==> src/rtl/cpu_pkg.sv <==
// Shared CPU definitions: default datapath widths, forwarding-source indices
// and the store-size encoding used by the store path.
package cpu_pkg;

    localparam int unsigned CPU_DATA_W = 16;
    localparam int unsigned CPU_ADDR_W = 16;

    localparam int unsigned SRC_RF    = 0;
    localparam int unsigned SRC_EXMEM = 1;
    localparam int unsigned SRC_MEMWB = 2;
    localparam int unsigned SRC_LOAD  = 3;

    typedef enum logic {
        ST_WORD = 1'b0,
        ST_BYTE = 1'b1
    } st_size_e;

endpackage

==> src/rtl/store_align.sv <==
// Combinational store-data path: forwarding-source select, byte replication
// for byte stores and byte-enable generation.
module store_align
    import cpu_pkg::*;
#(
    parameter int unsigned DATA_W = CPU_DATA_W,
    parameter int unsigned NSRC   = 4,
    parameter int unsigned SEL_W  = $clog2(NSRC),
    parameter int unsigned LANE_W = $clog2(DATA_W / 8)
) (
    input  logic [NSRC*DATA_W-1:0] src_data_i,
    input  logic [SEL_W-1:0]       src_sel_i,
    input  st_size_e               size_i,
    input  logic [LANE_W-1:0]      lane_i,
    output logic [DATA_W-1:0]      wdata_c,
    output logic [DATA_W/8-1:0]    be_c,
    output logic                   sel_bad_c
);

    localparam int unsigned LANES = DATA_W / 8;

    logic [DATA_W-1:0] sel_data;
    logic              sel_hit;

    // An out-of-range select matches no source and leaves the data at zero.
    always_comb begin
        sel_data = '0;
        sel_hit  = 1'b0;
        for (int unsigned i = 0; i < NSRC; i++) begin
            if (src_sel_i == SEL_W'(i)) begin
                sel_data = src_data_i[i*DATA_W +: DATA_W];
                sel_hit  = 1'b1;
            end
        end
    end

    always_comb begin
        sel_bad_c = !sel_hit;
        if (size_i == ST_BYTE) begin
            wdata_c = {LANES{sel_data[7:0]}};
            be_c    = LANES'(1) << lane_i;
        end else begin
            wdata_c = sel_data;
            be_c    = '1;
        end
        if (!sel_hit) begin
            be_c = '0;
        end
    end

endmodule

==> src/rtl/dmem_wdata_stage.sv <==
// Registered data-memory write-data stage: aligned store data presented to
// memory through a 2-entry (main + skid) valid/ready buffer with flush.
module dmem_wdata_stage
    import cpu_pkg::*;
#(
    parameter int unsigned DATA_W = CPU_DATA_W,
    parameter int unsigned ADDR_W = CPU_ADDR_W,
    parameter int unsigned NSRC   = 4,
    parameter int unsigned SEL_W  = $clog2(NSRC)
) (
    input  logic                   clk,
    input  logic                   rst_n,
    input  logic                   in_valid,
    output logic                   in_ready,
    input  logic [NSRC*DATA_W-1:0] src_data,
    input  logic [SEL_W-1:0]       src_sel,
    input  logic                   st_byte,
    input  logic [ADDR_W-1:0]      st_addr,
    input  logic                   flush,
    output logic                   out_valid,
    input  logic                   out_ready,
    output logic [ADDR_W-1:0]      out_addr,
    output logic [DATA_W-1:0]      out_wdata,
    output logic [DATA_W/8-1:0]    out_be,
    output logic                   sel_err
);

    localparam int unsigned BE_W   = DATA_W / 8;
    localparam int unsigned LANE_W = $clog2(BE_W);

    logic [DATA_W-1:0] new_wdata;
    logic [BE_W-1:0]   new_be;
    logic              new_bad;
    logic              accept;
    logic              issue;

    logic [1:0]        count_q, count_d;
    logic              in_ready_q, in_ready_d;
    logic              out_valid_q, out_valid_d;
    logic              sel_err_q, sel_err_d;
    logic [DATA_W-1:0] main_wdata_q, main_wdata_d, skid_wdata_q, skid_wdata_d;
    logic [BE_W-1:0]   main_be_q, main_be_d, skid_be_q, skid_be_d;
    logic [ADDR_W-1:0] main_addr_q, main_addr_d, skid_addr_q, skid_addr_d;

    store_align #(
        .DATA_W (DATA_W),
        .NSRC   (NSRC),
        .SEL_W  (SEL_W),
        .LANE_W (LANE_W)
    ) u_align (
        .src_data_i (src_data),
        .src_sel_i  (src_sel),
        .size_i     (st_size_e'(st_byte)),
        .lane_i     (st_addr[LANE_W-1:0]),
        .wdata_c    (new_wdata),
        .be_c       (new_be),
        .sel_bad_c  (new_bad)
    );

    assign accept = in_valid && in_ready_q;
    assign issue  = out_valid_q && out_ready;

    // Main is always the head; skid only fills when main is held by backpressure.
    always_comb begin
        count_d      = count_q;
        main_wdata_d = main_wdata_q;
        main_be_d    = main_be_q;
        main_addr_d  = main_addr_q;
        skid_wdata_d = skid_wdata_q;
        skid_be_d    = skid_be_q;
        skid_addr_d  = skid_addr_q;

        if (flush) begin
            count_d = 2'd0;
        end else if (accept && (count_q == 2'd0 || issue)) begin
            main_wdata_d = new_wdata;
            main_be_d    = new_be;
            main_addr_d  = st_addr;
            count_d      = 2'd1;
        end else if (accept) begin
            skid_wdata_d = new_wdata;
            skid_be_d    = new_be;
            skid_addr_d  = st_addr;
            count_d      = 2'd2;
        end else if (issue) begin
            if (count_q == 2'd2) begin
                main_wdata_d = skid_wdata_q;
                main_be_d    = skid_be_q;
                main_addr_d  = skid_addr_q;
            end
            count_d = count_q - 2'd1;
        end

        in_ready_d  = (count_d != 2'd2);
        out_valid_d = (count_d != 2'd0);
        sel_err_d   = accept && new_bad && !flush;
    end

    always_ff @(posedge clk or negedge rst_n) begin
        if (!rst_n) begin
            count_q      <= 2'd0;
            in_ready_q   <= 1'b1;
            out_valid_q  <= 1'b0;
            sel_err_q    <= 1'b0;
            main_wdata_q <= '0;
            main_be_q    <= '0;
            main_addr_q  <= '0;
            skid_wdata_q <= '0;
            skid_be_q    <= '0;
            skid_addr_q  <= '0;
        end else begin
            count_q      <= count_d;
            in_ready_q   <= in_ready_d;
            out_valid_q  <= out_valid_d;
            sel_err_q    <= sel_err_d;
            main_wdata_q <= main_wdata_d;
            main_be_q    <= main_be_d;
            main_addr_q  <= main_addr_d;
            skid_wdata_q <= skid_wdata_d;
            skid_be_q    <= skid_be_d;
            skid_addr_q  <= skid_addr_d;
        end
    end

    assign in_ready  = in_ready_q;
    assign out_valid = out_valid_q;
    assign sel_err   = sel_err_q;
    assign out_wdata = main_wdata_q;
    assign out_be    = main_be_q;
    assign out_addr  = main_addr_q;

endmodule

==> config.mk <==
export PLATFORM = sky130hd
export DESIGN_NAME = dmem_wdata_stage
export DESIGN_NICKNAME = d
export VERILOG_FILES = /design/src/rtl/cpu_pkg.sv /design/src/rtl/store_align.sv /design/src/rtl/dmem_wdata_stage.sv
export SDC_FILE = /design/constraint.sdc
export NUM_CORES = 1
export LEC_CHECK = 0
export BUFFER_PORTS_ARGS = -buffer_cell sky130_fd_sc_hd__buf_2
export CELL_PAD_IN_SITES_DETAIL_PLACEMENT = 0
export CELL_PAD_IN_SITES_GLOBAL_PLACEMENT = 1
export CORE_MARGIN = 2
export CORE_UTILIZATION = 30
export DETAILED_ROUTE_END_ITERATION = 10
export PLACE_DENSITY = 0.69
export SLEW_MARGIN = 40
export SYNTH_ARGS = -nofsm -noshare
export SYNTH_HDL_FRONTEND = slang
export SYNTH_SLANG_ARGS = --single-unit
==> constraint.sdc <==
create_clock -name clk -period 2.43 [get_ports clk]
set_clock_uncertainty 0.2 [all_clocks]
set_input_delay 0.486 -clock clk [delete_from_list [all_inputs] [get_ports clk]]
set_output_delay 0.486 -clock clk [all_outputs]
set_load 0.1 [all_outputs]
# After elaboration in Yosys (flattened, before gate mapping)
# Index checks and enable logic that the tools add are counted.
dict set report classes {
  add_sub_neg 1
  n_eq_ne 6
  shift 1
  n_mux 27
  n_bitwise 2
  n_reduce_logical 15
}
# op count
set op_table {}
lappend op_table {{16-bit 2-to-1 mux} 13}
lappend op_table {{2-bit 2-to-1 mux} 10}
lappend op_table {{2-bit equality test (second input constant)} 3}
lappend op_table {{2-bit nonzero test} 3}
lappend op_table {{1-bit logical AND} 5}
lappend op_table {{2-bit zero test} 2}
lappend op_table {{1-bit 2-to-1 mux} 4}
lappend op_table {{4-bit AND reduction} 1}
lappend op_table {{3-bit AND reduction} 1}
lappend op_table {{2-bit by 1-bit equality test with 1-bit output (second input constant)} 1}
lappend op_table {{1-bit zero test} 2}
lappend op_table {{2-bit by 1-bit inequality test with 1-bit output (second input constant)} 1}
lappend op_table {{2-bit inequality test (second input constant)} 1}
lappend op_table {{1-bit inverter} 2}
lappend op_table {{1-bit by 1-bit << shifter with 2-bit output (first input constant)} 1}
lappend op_table {{2-bit by 1-bit subtractor with 2-bit output (second input constant)} 1}
lappend op_table {{1-bit logical OR} 1}
dict set report totals {
  ff_bits 73
  in_bits 88
  out_inout_bits 37
}

# Logic depth before layout (Yosys ltp)
# Gate-level depths: netlist of the first run.
dict set report depth {
  word_depth 8
  depth_mapped 8
}

# By module
# Synthesis of the first run repeated with hierarchy kept, for this count alone.
dict set report hier_totals {
  cells_unflattened 256
  area_unflattened_um2 4129.0
}
# module instances cells_each area_per_inst_um2 seq_area_each_um2
set by_module_without_submodules {}
lappend by_module_without_submodules {dmem_wdata_stage 1 213 3340.7 1828.0}
lappend by_module_without_submodules {store_align 1 43 788.3 0.0}

# Least setup slack after synthesis of the first run
# No wires, ideal clock.
dict set report synth_path {
  path_type {register to register}
  start {register out_valid_q (netlist: out_valid)}
  end {register skid_addr_q[0]}
  arrival_time_ns 2.020
  setup_slack_ns 0.085
  path_stages_with_launch 6
  path_buffers 2
  synth_period_minus_slack_ns 2.345
  cell_sequence {dfrtp_1 -> a21o_1 -> or3_1 -> buf_4 -> buf_6 -> mux2_4}
}
dict set report synth_between {
  elab_chain_cells 5
}
# item line_no
set synth_rtl {}
lappend synth_rtl {{start: declaration} dmem_wdata_stage.sv:39} ;# logic out_valid_q, out_valid_d;
lappend synth_rtl {{start signal: assignment} dmem_wdata_stage.sv:114} ;# out_valid_q <= out_valid_d;
lappend synth_rtl {{1-bit logical AND} dmem_wdata_stage.sv:61} ;# assign issue = out_valid_q && out_ready;
lappend synth_rtl {{1-bit logical OR} dmem_wdata_stage.sv:75} ;# end else if (accept && (count_q == 2'd0 || issue)) begin
lappend synth_rtl {{1-bit logical AND} dmem_wdata_stage.sv:75}
lappend synth_rtl {{1-bit inverter (no line)} n/a}
lappend synth_rtl {{3-bit AND reduction (no line)} n/a}
lappend synth_rtl {{end signal: assignment} dmem_wdata_stage.sv:121} ;# skid_addr_q <= skid_addr_d;
lappend synth_rtl {{end: declaration} dmem_wdata_stage.sv:43} ;# logic [ADDR_W-1:0] main_addr_q, main_addr_d, skid_addr_q, skid_addr_d;
# No other way between the ends.
# A chain may end at the register's enable or synchronous reset.

# Final worst setup path of the first run
dict set report layout_path {
  start {register count_q[1]}
  end {register skid_addr_q[0]}
}
dict set report layout_between {
  elab_chain_cells 5
}
# item line_no
set layout_rtl {}
lappend layout_rtl {{start: declaration} dmem_wdata_stage.sv:37} ;# logic [1:0] count_q, count_d;
lappend layout_rtl {{start signal: assignment} dmem_wdata_stage.sv:112} ;# count_q <= count_d;
lappend layout_rtl {{2-bit zero test} dmem_wdata_stage.sv:75}
lappend layout_rtl {{1-bit logical OR} dmem_wdata_stage.sv:75}
lappend layout_rtl {{1-bit logical AND} dmem_wdata_stage.sv:75}
lappend layout_rtl {{1-bit inverter (no line)} n/a}
lappend layout_rtl {{3-bit AND reduction (no line)} n/a}
# No other way between the ends.

==> results of run 1 <==
-- metal layers --
layer	vias up	track usage, %
met5	-	0
met3	10	3.53
met2	111	22.4
li1	1439	-
met1	1473	19.6
met4	0	5.18
-- placed cells by master, fill, tap and decap left out, types with 2 or more instances in the layout --
master,netlist,final
nand2_1,64,64
a21o_1,3,2
o31ai_1,2,2
buf_12,0,4
dfrtp_1,72,72
mux4_2,24,24
clkinvlp_4,0,2
mux2_2,4,4
ha_1,2,2
clkinv_2,0,2
o21ai_0,17,17
nor2_1,28,27
a31oi_1,16,16
and3_1,2,2
inv_1,3,3
buf_2,5,123
mux2i_1,8,8
buf_4,3,6
o21ai_1,8,8
and2_1,9,9
a21oi_1,21,20
mux2_4,20,20
clkbuf_16,0,9
-- timing repair --
action | in CTS | in global routing
hold buffers | 1 | 0
setup endpoints to repair | 0 | 0
endpoints found under the hold margin | 33 | 0
gates resized for setup | 0 | 0
-- power groups by stage --
stage	Combinational (W)	Clock, W	Sequential, W
2_1_floorplan	0.000909	0	0.00415
3_3_place_gp	0.00366	0	0.00208
3_5_place_dp	0.00368	0	0.00211
4_1_cts	0.00369	0.00135	0.00209
5_1_grt	0.00384	0.00140	0.00216
6_report	0.00365	0.00131	0.00209
-- layout make-up --
class	instances	area, sq um	area share, %
multi-input cells	237	1860	37.5
flip-flops and latches	73	1830	36.8
repair buffers	134	751	15.1
clock buffers	11	243	4.89
well taps	172	215	4.34
clock inverters	5	55.1	1.11
inverters	3	11.3	0.227
-- per-stage QoR --
step / cell area, sq um / std cells / utilization [%] / worst slack (ns)
floorplan: 3810 / 338 / - / 0.0849
global placement: 4650 / 618 / 37.2 / 0.260
detailed placement: 4650 / 618 / 37.2 / 0.232
CTS: 4960 / 635 / 39.6 / 0.258
global route: 4960 / 635 / 39.6 / 0.207
finish: 4960 / 635 / 39.6 / 0.259
-- worst max-delay path: cells and delay by family (launching register included) --
family / cells / cell delay, ns
and+or+nand+nor: 1 / 0.46
DFF: 1 / 0.37
muxes: 1 / 0.33
buffers and inverters: 2 / 0.27
AOI/OAI and AO/OA: 1 / 0.22
adders and majority gates: 1 / 0.19
-- sequential cells by signal, summed over array words and instances, names as in the netlist, 2 cells and up --
name / flops
skid_addr_q: 16
skid_wdata_q: 16
skid_be_q: 2
out_wdata: 16
out_addr: 16
out_be: 2
count_q: 2
-- worst min-delay path by stage --
stage               depth (start not counted)  slack (ns)              from                to
floorplan                                   0       -0.01             rst_n        count_q[0]
global placement                            2        0.26  skid_wdata_q[11]  skid_wdata_q[11]
detailed placement                          2        0.27   skid_wdata_q[9]   skid_wdata_q[9]
CTS                                         2        0.17             flush         out_valid
global route                                2        0.19        st_addr[1]    skid_addr_q[1]
finish                                      2        0.19             flush         out_valid
-- cells by family after synthesis --
logic type | after synthesis
other | 1
XOR/XNOR | 1
AO/OA/AOI/OAI | 70
multiplexers | 56
AND/OR/NAND/NOR | 107
adder cells (fa/ha/maj) | 2
buffers and inverters | 28
flip-flops | 73
==> results.md, run 1 <==
* Post-layout min period at 2.17 ns
* CTS max path bufs at 2
* Critical-path cell list: inv_1, ha_1, a21o_1, or3_2, buf_12, mux2_4
* Vias/cell at 4.78
* Post-synth EDFFs at 0
* Chip width at 117 microns
* Wl on met1 at 4.50 mm
* Post-synthesis compound-gate area fraction at 10.4%
* CP arrival at 2.19 ns
* #FFs+latches synth at 73
* Root Driver: clkbuf_16
* Hold Crit Class: primary input to register
* Worst VDD drop at 0.393 mV
* Clk pwr share at 18.6%
* CTS tree: yes
* Internal power at 0.00344 W
* Syn Inst Count at 338
* Die Y-Extent at 117 microns
* Xor/xnor share of the synthesized area at 0.230%
* Total negative slack at 0 ns
* Gr ovfl total at 0
* Drt total wl at 9.71 mm
* Syn_nets at 428
* Largest family of logic cells by synthesized area: multiplexers
* Slew Limit Fails at 0
* Met2 wire len at 4.46 mm
* Post-synth top area cell: dfrtp_1
* Sw Ratio at 51.2%
* Startpoint types: register
* Iteration-0 DRC Markers at 151
* # DRC at 0
* Min Hold Slack at 0.190 ns
* Top Ports at 125
* Critical-path top delay cell: or3_2
* N_diodes at 0
* # fillers at 1262
* PD cells at 1420 mW/mm^2
* Initial core utilization at 30.4%
* Critical R2R Launch: count_q[1]
* Post-DR wirelength/cell at 15.3 microns
* Worst reg2reg path depth at 6
* Synth async-reset ratio at 100%
* Antenna-violating nets left at 0
* Post-synth top area share at 47.3%
* Most frequent cell after synthesis: dfrtp_1
* Final period util at 89.3%
* Largest net degree at the start of global routing at 45
* Status: complete, no violations
* Sink Count at 73
* Max Cap Viol at 0
* Met3 wire length at 608 microns
* DR top layer: met4
* Net Sw Power at 0.00361 W
* Synth cell count leaders: 72 x dfrtp_1, 64 x nand2_1, 28 x nor2_1
* Worst slew pin tran at 0.531 ns
* Reg2Reg Capture Point: skid_addr_q[0]
* First-pass GRT wire length at 14.7 mm
* Worst-path clk slew at 0.06 ns
* Max Freq at 0.461 GHz
* Hold Vio Cnt, Final at 0
* Die Footprint at 0.0136 sq mm
* Crit path from: count_q[1]
* Final Wtd Congestion at 0.760
* Worst-path maximum fanout at 44
* Yosys cell types at 31
* Initial antenna violation count at 0
* Rel. slew slack at 64.9%
* Mapped cell area at 0.00381 sq mm
* I/O Buffers at 124
* Critical Path End: skid_addr_q[0]
* Primary flip-flop cell chosen by synthesis mapping: dfrtp_1
* Synth top area cells: dfrtp_1 47%, mux4_2 14%, mux2_4 7.9%
* Syn-to-layout area delta at 30.2%
* Syn Area/Cell at 11.3 sq um
* Vias in the first global route at 2772
* Core Box Area at 0.0125 sq mm
* Crit Path Class: register to register
* Worst Path Required at 2.45 ns
* Final #Nets at 548
* Worst skew pair latency at 0.33 ns
* Crit-path max cell delay at 0.46 ns
* Crit. End Element: register
* Synth warnings at 0
* Post-synthesis adder-cell area fraction at 0.657%
* Sequential Power Share at 29.6%
* Mux share of post-synthesis cell area at 25.4%
* GRT Util Overall at 14.4%
* Sequential area share after synthesis at 48.0%
* Combinational share of power at 51.8%
* Pleak at 2.36 nW
* Via count at 3033
* Setup Fix Bufs, Post-CTS at 0
* FP Rows at 41
* Flop2flop setup slack at 0.26 ns
* Layout cell share with drive strength beyond 1 at 43.4%
* RSZ-0062 raised after global routing: false
* Post-synthesis simple-gate area fraction at 11.7%
* H-tree lvl count at 3
* Drt pass-1 iters at 4
* Final Power at 0.00705 W
* Final HPWL DP at 7.04 mm
* Number of CTS-inserted buffers at 9
* Final setup fails at 0
Note: power is estimated with default switching activity, not from simulation.
==> run 2, diff against run 1 <==
Settings changed: CORE_UTILIZATION 30 to 35, MAX_ROUTING_LAYER set to met4, PLACE_DENSITY 0.69 to 0.78.
==> results.md, run 2 (same netlist as run 1, synthesis figures left out) <==
* Status: complete, no violations
* Sink Count at 73
* Drt total wl at 9.60 mm
* Startpoint types: register
* Hold Vio Cnt, Final at 0
* Worst skew pair latency at 0.35 ns
* Commonest cells after routing, fill and taps aside: 123 x buf_2, 72 x dfrtp_1, 64 x nand2_1, 27 x nor2_1, 24 x mux4_2
* I/O Buffers at 124
* Worst hold stages at 2
* Slew Limit Fails at 0
* Hold Path End: out_valid
* CTS max path bufs at 2
* First-pass GRT wire length at 15.6 mm
* Pleak at 2.35 nW
* Gr ovfl total at 0
* Critical R2R Launch: count_q[1]
* Largest net degree at the start of global routing at 41
* Max Cap Viol at 0
* Final core utilization at 45.5%
* Drt pass-1 iters at 4
* Placed insts at 586
* Placed cell areas at 0.00460 sq mm
* Rel. slew slack at 65.9%
* Crit. End Element: register
* Worst-path maximum fanout at 31
* Flop2flop setup slack at 0.20 ns
* Final HPWL DP at 6.98 mm
* Die Footprint at 0.0117 sq mm
* Layout cell share with drive strength beyond 1 at 43.6%
* Post-layout min period at 2.23 ns
* Post-route design area at 0.00489 sq mm
* Commonest non-fill, non-tap cell in the layout: buf_2
* RSZ-0062 raised after global routing: false
* Die Y-Extent at 108 microns
* Final Wtd Congestion at 0.765
* Initial core utilization at 35.5%
* Setup Fix Bufs, Post-CTS at 0
* Worst-path clk slew at 0.09 ns
* Vias/cell at 5.01
* Root Driver: clkbuf_8
* Final Power at 0.00702 W
* Post-DR wirelength/cell at 15.9 microns
* CP arrival at 2.25 ns
* Worst VDD drop at 0.809 mV
* Hold Crit Class: primary input to register
* Worst reg2reg path depth at 6
* Syn-to-layout area delta at 28.3%
* Chip width at 108 microns
* Worst slew pin tran at 0.515 ns
* Number of CTS-inserted buffers at 9
* Final #Nets at 548
* Iteration-0 DRC Markers at 108
* Crit Path Class: register to register
* PD cells at 1440 mW/mm^2
* Reg2Reg Capture Point: skid_wdata_q[4]
* GRT Util Overall at 17.9%
* # fillers at 1082
* Total negative slack at 0 ns
* Core Box Area at 0.0107 sq mm
* Via count at 3022
* Max Freq at 0.448 GHz
* Final period util at 91.9%
* # DRC at 0
* Top Ports at 125
* Final setup fails at 0
* HP Start: flush
* Post-Layout Cell Count at 603
* Worst Path Required at 2.45 ns
* H-tree lvl count at 3
* Cts repair resizes at 0
* N_diodes at 0
* CTS tree: yes
* Vias in the first global route at 3170
* FP Rows at 38
* Initial antenna violation count at 0
* Antenna-violating nets left at 0
run 2: changes by cell type in the layout (fill, tap and decap cells not counted):
cell        previous run  this run
clkbuf_1               1         0
buf_4                  6         7
clkinvlp_4             2         0
clkbuf_16              9         0
clkinv_2               2         1
clkbuf_8               1        11
buf_12                 4         3
bufinv_16              1         4
run 2: worst max-delay path by stage:
stage	cells past startpoint	to	start
after floorplan	5	skid_addr_q[0]	out_valid
after global placement	5	skid_addr_q[1]	out_ready
after detailed placement	5	skid_wdata_q[4]	out_ready
after CTS	6	skid_wdata_q[4]	count_q[1]
after global routing	6	skid_wdata_q[4]	count_q[1]
final	6	skid_wdata_q[4]	count_q[1]
run 2: power by group:
part,internal [W],total (W),switching (W)
sequential,0.00179,0.00210,0.000311
combinational,0.000832,0.00364,0.00280
clock,0.000841,0.00129,0.000450
run 2: final cells by class:
type                    instances  area (sq um)  share of cell area [%]
well taps                     140           175                    3.58
clock buffers                  11           151                    3.10
multi-input cells             237          1860                    38.0
flip-flops and latches         73          1830                    37.4
clock inverters                 5           125                    2.56
inverters                       3          11.3                   0.230
repair buffers                134           738                    15.1
run 2: per-layer routing:
layer  global-route usage [%]  wire length, microns  vias up
met4                     4.95                    92        0
met5                        -                     0        -
met2                     29.2                  4690       97
met3                     3.56                   528        7
li1                         -                     -     1439
met1                     22.8                  4290     1479
run 2: critical path, cell delays in order (launching register included):
cell     delay (ns)
dfrtp_1        0.38
inv_1          0.05
ha_1           0.19
a21o_1         0.22
or3_2          0.44
buf_4          0.26
mux2_4         0.34
run 2: repair_timing:
action                                  in CTS  in global routing
hold endpoints to repair                    33                  0
hold buffers                                 1                  0
endpoints found under the setup margin       0                  0
run 2: stage by stage:
step,hold slack [ns],setup WS (ns)
after floorplan,-0.00959,0.0849
after global placement,0.257,0.250
after detailed placement,0.267,0.223
after CTS,0.157,0.206
after global routing,0.164,0.116
final,0.167,0.197
